$ cat config.mk
export PLATFORM = sky130hd
export DESIGN_NAME = mips_perf_cnt_bank
export DESIGN_NICKNAME = d
export VERILOG_FILES = /design/src/rtl/mips_perf_cnt_bank.sv
export SDC_FILE = /design/constraint.sdc
export NUM_CORES = 2
export LEC_CHECK = 0
export ABC_AREA = 1
export CAP_MARGIN = 20
export CORE_UTILIZATION = 56
export CTS_CLUSTER_DIAMETER = 50
export DETAILED_ROUTE_END_ITERATION = 8
export HOLD_SLACK_MARGIN = 0.06
export PLACE_DENSITY = 0.76
export SLEW_MARGIN = 15
export SYNTH_ARGS = -nofsm -noshare
export SYNTH_HDL_FRONTEND = slang
export SYNTH_SLANG_ARGS = --single-unit
$ cat constraint.sdc
create_clock -name mips_cpu_clk -period 9.35 [get_ports mips_cpu_clk]
set_input_delay 1.4025 -clock mips_cpu_clk [delete_from_list [all_inputs] [get_ports mips_cpu_clk]]
set_output_delay 1.4025 -clock mips_cpu_clk [all_outputs]
set_load 0.01 [all_outputs]
$ cat src/rtl/mips_perf_cnt_bank.sv
// Bank of event counters with snapshot, clear and sticky overflow,
// read and written over an AXI-Lite slave (live, snapshot, CTRL/ENABLE/CLEAR/OVF).
// Ports: mips_cpu_clk, mips_cpu_reset (sync, active-high),
//        perf_evt in, perf_cnt_flag/perf_cnt_ovf out, s_* AXI-Lite slave.
module mips_perf_cnt_bank #(
  parameter int NUM_CNT  = 16,
  parameter int CNT_W    = 32,
  parameter bit SATURATE = 1'b0
) (
  input  logic               mips_cpu_clk,
  input  logic               mips_cpu_reset,
  input  logic [NUM_CNT-1:0] perf_evt,
  output logic [NUM_CNT-1:0] perf_cnt_flag,
  output logic [NUM_CNT-1:0] perf_cnt_ovf,
  input  logic [11:0]        s_araddr,
  input  logic               s_arvalid,
  output logic               s_arready,
  output logic [31:0]        s_rdata,
  output logic [1:0]         s_rresp,
  output logic               s_rvalid,
  input  logic               s_rready,
  input  logic [11:0]        s_awaddr,
  input  logic               s_awvalid,
  output logic               s_awready,
  input  logic [31:0]        s_wdata,
  input  logic [3:0]         s_wstrb,
  input  logic               s_wvalid,
  output logic               s_wready,
  output logic [1:0]         s_bresp,
  output logic               s_bvalid,
  input  logic               s_bready
);

  localparam logic [CNT_W-1:0] MAX = '1;
  localparam logic [CNT_W-1:0] ONE =
    {{(CNT_W-1){1'b0}}, 1'b1};
  localparam logic [CNT_W-1:0] TOP =
    SATURATE ? MAX : '0;

  logic [CNT_W-1:0]   cnt  [NUM_CNT];
  logic [CNT_W-1:0]   snap [NUM_CNT];
  logic [NUM_CNT-1:0] ovf;
  logic [NUM_CNT-1:0] en;
  logic               rvalid_q;
  logic               bvalid_q;
  logic [31:0]        rdata_q;

  logic               rd_acc;
  logic               wr_acc;
  logic [9:0]         wa;
  logic [9:0]         ra;
  logic               wr_ctrl;
  logic               wr_en;
  logic               wr_clr;
  logic               wr_ovf;
  logic               snap_go;
  logic [NUM_CNT-1:0] clr;
  logic [NUM_CNT-1:0] w1c;
  logic [NUM_CNT-1:0] inc;
  logic [31:0]        live_v;
  logic [31:0]        snap_v;
  logic [31:0]        rd_val;
  logic               unused;

  assign unused = ^{s_wstrb, s_araddr[1:0],
                    s_awaddr[1:0], s_wdata};

  assign s_arready = !rvalid_q;
  assign rd_acc    = s_arvalid && !rvalid_q;
  assign wr_acc    = s_awvalid && s_wvalid
                     && !bvalid_q;
  assign s_awready = wr_acc;
  assign s_wready  = wr_acc;
  assign s_rvalid  = rvalid_q;
  assign s_rdata   = rdata_q;
  assign s_bvalid  = bvalid_q;
  assign s_rresp   = 2'b00;
  assign s_bresp   = 2'b00;

  assign wa      = s_awaddr[11:2];
  assign ra      = s_araddr[11:2];
  assign wr_ctrl = wr_acc && (wa == 10'h080);
  assign wr_en   = wr_acc && (wa == 10'h081);
  assign wr_clr  = wr_acc && (wa == 10'h082);
  assign wr_ovf  = wr_acc && (wa == 10'h083);
  assign snap_go = wr_ctrl && s_wdata[0];
  assign clr = wr_clr ? s_wdata[NUM_CNT-1:0] : '0;
  assign w1c = wr_ovf ? s_wdata[NUM_CNT-1:0] : '0;
  assign inc = perf_evt & en;

  // Index beyond NUM_CNT leaves the value at 0.
  always_comb begin
    live_v = '0;
    snap_v = '0;
    for (int i = 0; i < NUM_CNT; i++) begin
      if (ra[5:0] == 6'(i)) begin
        live_v = 32'(cnt[i]);
        snap_v = 32'(snap[i]);
      end
    end
  end

  always_comb begin
    rd_val = '0;
    unique case (1'b1)
      (ra[9:6] == 4'h0): rd_val = live_v;
      (ra[9:6] == 4'h1): rd_val = snap_v;
      (ra == 10'h081):   rd_val = 32'(en);
      (ra == 10'h083):   rd_val = 32'(ovf);
      default:           rd_val = '0;
    endcase
  end

  always_comb begin
    perf_cnt_flag = '0;
    for (int i = 0; i < NUM_CNT; i++)
      perf_cnt_flag[i] = |cnt[i];
  end

  assign perf_cnt_ovf = ovf;

  always_ff @(posedge mips_cpu_clk) begin
    if (mips_cpu_reset) begin
      for (int i = 0; i < NUM_CNT; i++) begin
        cnt[i]  <= '0;
        snap[i] <= '0;
      end
      ovf      <= '0;
      en       <= '1;
      rvalid_q <= 1'b0;
      rdata_q  <= '0;
      bvalid_q <= 1'b0;
    end else begin
      for (int i = 0; i < NUM_CNT; i++) begin
        // Snapshot takes the pre-increment value.
        if (snap_go)
          snap[i] <= cnt[i];
        if (clr[i]) begin
          cnt[i] <= '0;
          ovf[i] <= 1'b0;
        end else begin
          if (inc[i])
            cnt[i] <= (cnt[i] == MAX) ? TOP
                                      : cnt[i] + ONE;
          // A new overflow beats a W1C.
          if (inc[i] && (cnt[i] == MAX))
            ovf[i] <= 1'b1;
          else if (w1c[i])
            ovf[i] <= 1'b0;
        end
      end
      if (wr_en)
        en <= s_wdata[NUM_CNT-1:0];
      if (rd_acc) begin
        rvalid_q <= 1'b1;
        rdata_q  <= rd_val;
      end else if (rvalid_q && s_rready) begin
        rvalid_q <= 1'b0;
      end
      if (wr_acc)
        bvalid_q <= 1'b1;
      else if (bvalid_q && s_bready)
        bvalid_q <= 1'b0;
    end
  end

endmodule

==> results.yml <==
routing:
  dr.first_iter.drc_count: 8305
  vias_per_cell: 6.004
  first_pass_iters: 9
  wl_per_cell_um: 23.24
  vias: 53090
  drc_errors: 0
  wirelength_mm: 205.5
  final_antenna_net_count: 0
critical_path:
  rr_endpoint: "snap[1][185]"
  crit_arrival_ns: 6.10
  reg2reg_from: "s_bvalid"
  r2r_cells: 7
  worst_setup_path_start_kind: "input port"
  rrSetupSlack_ns: 5.65
  critPathRequiredTime_ns: 10.02
  path_max_fanout: 61
  path_class: "in2reg"
  cp-end-kind: "flop"
die:
  ios: 156
  die_x_um: 331.9
  rows: 120
  initial_utilization_pct: 56.69
  dieArea_mm2: 0.1102
  core_area_mm2: 0.1075
  die_y_um: 331.9
sta:
  slew_headroom_pct: 24.87
  maxSlewViolCount: 0
  rsz0062_at_grt: "false"
  period_share_pct: 58.09
  skew_ns: 0.03196
  hold_violations: 0
  max_freq_mhz: 184.1
  setup_tns_ns: 0
  worstMarginPinSlew_ns: 1.127
  finalSetupViolations: 0
  fin_crit_ns: 5.431
  whs_ns: 0.4643
layout:
  drive_gt1_share_pct: 7.489
  fillerInstances: 9095
  syn_to_final_growth_pct: 11.55
  final_nets: 7440
  multi_input_area_mm2: 0.02410
  seq_area_mm2: 0.03207
  finalNonFillerCells: 8842
cts:
  cts_tree: "yes"
  clock_latency_ns: 0.77
  post_cts_buffers: 0
  cts_hold_buf: 0
  cts_buffers: 139
  clk_path_buf_depth: 3
  cts_num_sinks: 1090
  cts_resized: 0
  clock-root-buffer: "clkbuf_16"
  cts_max_level: 4
  clk_pin_slew_ns: 0.05
min_path:
  hp-class: "reg2reg"
  min_from: "s_rdata[18]"
  whs_endpoint: "s_rdata[18]"
  worstHoldPathCells: 2
yosys:
  yosys-top-cells-area: "edfxtp_1 (50%), nand2_1 (9.9%), nor2_1 (7.4%)"
  synthFlopType: "edfxtp_1"
  async_flop_share_pct: 0
  yosysSeqAreaShare_pct: 52.62
  synth-seq-cells: 1090
  synth_area_leader_cell: "edfxtp_1"
  yosysUniqueCellTypes: 58
  synthTopCellsByCount: "nand2_1 (1601), nor2_1 (1201), edfxtp_1 (1024)"
  yosysTopAreaCellShare_pct: 50.45
  yosys_warnings: 0
  synthesis.area_mm2: 0.06095
  postSynthAreaPerCell_um2: 8.386
  synth.most_common_cell: "nand2_1"
  syn_inst: 7268
  synth-edff-count: 1024
placed_design:
  io_buffers: 127
  dpl.hpwl_mm: 149.0
  placedCellCount: 8584
  gp_congestion: 1.010
global_routing:
  grt_first_pass_wirelength_mm: 304.0
  grt_max_degree: 192
  grt_remaining_overflow: 0
  grtUsageTotal_pct: 36.79
  grt_antenna_before_repair: 6
  grt_pass1_vias: 48770
job:
  max_cap_viol_count: 0
power_and_ir_drop:
  irDropWorstVdd_uv: 176.9
  pwr-share-clk_pct: 45.0
  pwr-share-seq_pct: 47.9
  p_int_mw: 9.095
  power_switching_mw: 3.073
  power_density_mw_per_mm2: 179.0
  combPwrFrac_pct: 7.1
  power.total_mw: 12.17
  leakage_nw: 25.68
  swShare_pct: 25.26
outcome:
  status: "finished, final reports clean"
-- registers in the layout, indices dropped and copies added, names as in the netlist --
name and count:
cnt 512, snap 512, s_rdata 32, en 16, perf_cnt_ovf 16, s_bvalid 1, s_rvalid 1
-- how the worst max path moves through the flow --
| stage | to | start | depth (start not counted) | slack, ns |
|---|---|---|---|---|
| final | s_rdata[10] | s_araddr[5] | 17 | 3.92 |
| after global routing | s_rdata[10] | s_araddr[5] | 17 | 3.77 |
| after CTS | s_rdata[10] | s_araddr[5] | 17 | 4.06 |
| after detailed placement | s_rdata[5] | s_araddr[2] | 17 | 3.29 |
| after global placement | s_rdata[8] | s_araddr[2] | 19 | 3.27 |
| after floorplan | snap[0][0] | s_awvalid | 7 | 0.24 |
-- layer usage --
metal | part of all wire (%) | up-vias | track usage (%) | wire, µm
met2 | 43 | 3293 | 54.10 | 88290
li1 | - | 24400 | - | -
met4 | 7.1 | 2 | 23.57 | 14680
met1 | 38 | 24920 | 49.82 | 78490
met3 | 12 | 483 | 7.403 | 24040
met5 | 0.0054 | - | 0 | 11
-- cell type report --
cell class | instances | share of cell area (%)
Sequential cell | 1090 | 47.17
Multi-Input combinational cell | 4943 | 35.45
Clock buffer | 179 | 5.648
Inverter | 961 | 5.305
Timing Repair Buffer | 190 | 2.681
Tap cell | 1403 | 2.582
Clock inverter | 75 | 1.163
Antenna cell | 1 | 0.003681
-- cell families after synthesis --
| group | count (synthesis) | share of synthesized area [%] |
|---|---|---|
| compound gates | 575 | 4.931 |
| xor+xnor | 130 | 1.868 |
| fa+ha+maj | 32 | 0.6569 |
| buf+inv | 1238 | 8.043 |
| flops | 1090 | 52.62 |
| other cells | 1 | 0.006153 |
| simple gates | 4202 | 31.88 |
-- power by group through the flow --
stage	Combinational, mW	Sequential (mW)	Clock [mW]
3_3_place_gp	0.819	5.91	0
5_1_grt	0.929	5.86	5.67
6_report	0.864	5.83	5.47
2_1_floorplan	0.539	5.86	0
4_1_cts	0.840	5.82	5.50
3_5_place_dp	0.834	5.92	0
-- stage by stage --
| stage | utilization (%) | setup slack, ns | area (µm²) |
|---|---|---|---|
| after floorplan | - | 0.2384 | 60960 |
| after global placement | 58.88 | 3.275 | 63290 |
| after detailed placement | 58.88 | 3.286 | 63290 |
| after CTS | 63.18 | 4.056 | 67930 |
| after global routing | 63.24 | 3.770 | 67990 |
| final | 63.24 | 3.919 | 67990 |
-- critical path: stages --
cell,delay [ns]
clkdlybuf4s50_1,0.60
nor2_4,0.56
buf_4,0.66
nand3_2,0.77
nor2_1,0.33
nor2_1,0.22
nand4_1,0.22
nand2_1,0.20
nand4_1,0.13
nand2_1,0.15
nand3_1,0.15
nand2_1,0.10
nand2_1,0.07
nand2_1,0.05
nand3_1,0.16
nand2_1,0.08
a21oi_1,0.19
-- cells in the final DEF (no fill, tap or decap), types with 11 or more instances in the layout --
cell             Yosys  final
nor3b_1            125    125
nand3_2             11     12
o21ai_0            172    172
edfxtp_1          1024   1024
nand3_1            313    312
o211ai_1            17     17
nor3_2              46     46
inv_1              917    916
nor3_1             254    254
nor3b_2             11     11
clkinv_1             0     20
nand4_1            289    289
or4_1               15     15
a21oi_1            348    348
nor2_2              45     43
nand2_1           1601   1600
bufinv_16            0     13
nor2_1            1201   1190
nand4_2             11     11
buf_4               39     57
or2_2               50     49
clkinv_2             0     12
clkbuf_16            0    148
ha_1                32     32
nor4_2              11     12
or2_0               13     13
inv_2               44     45
clkbuf_1           171     29
xor2_1             130    130
clkdlybuf4s50_1      0    126
nor2_4              14     27
dfxtp_1             66     66
nor4_1             154    153
No activity file was read; power rests on OpenSTA's default activity.
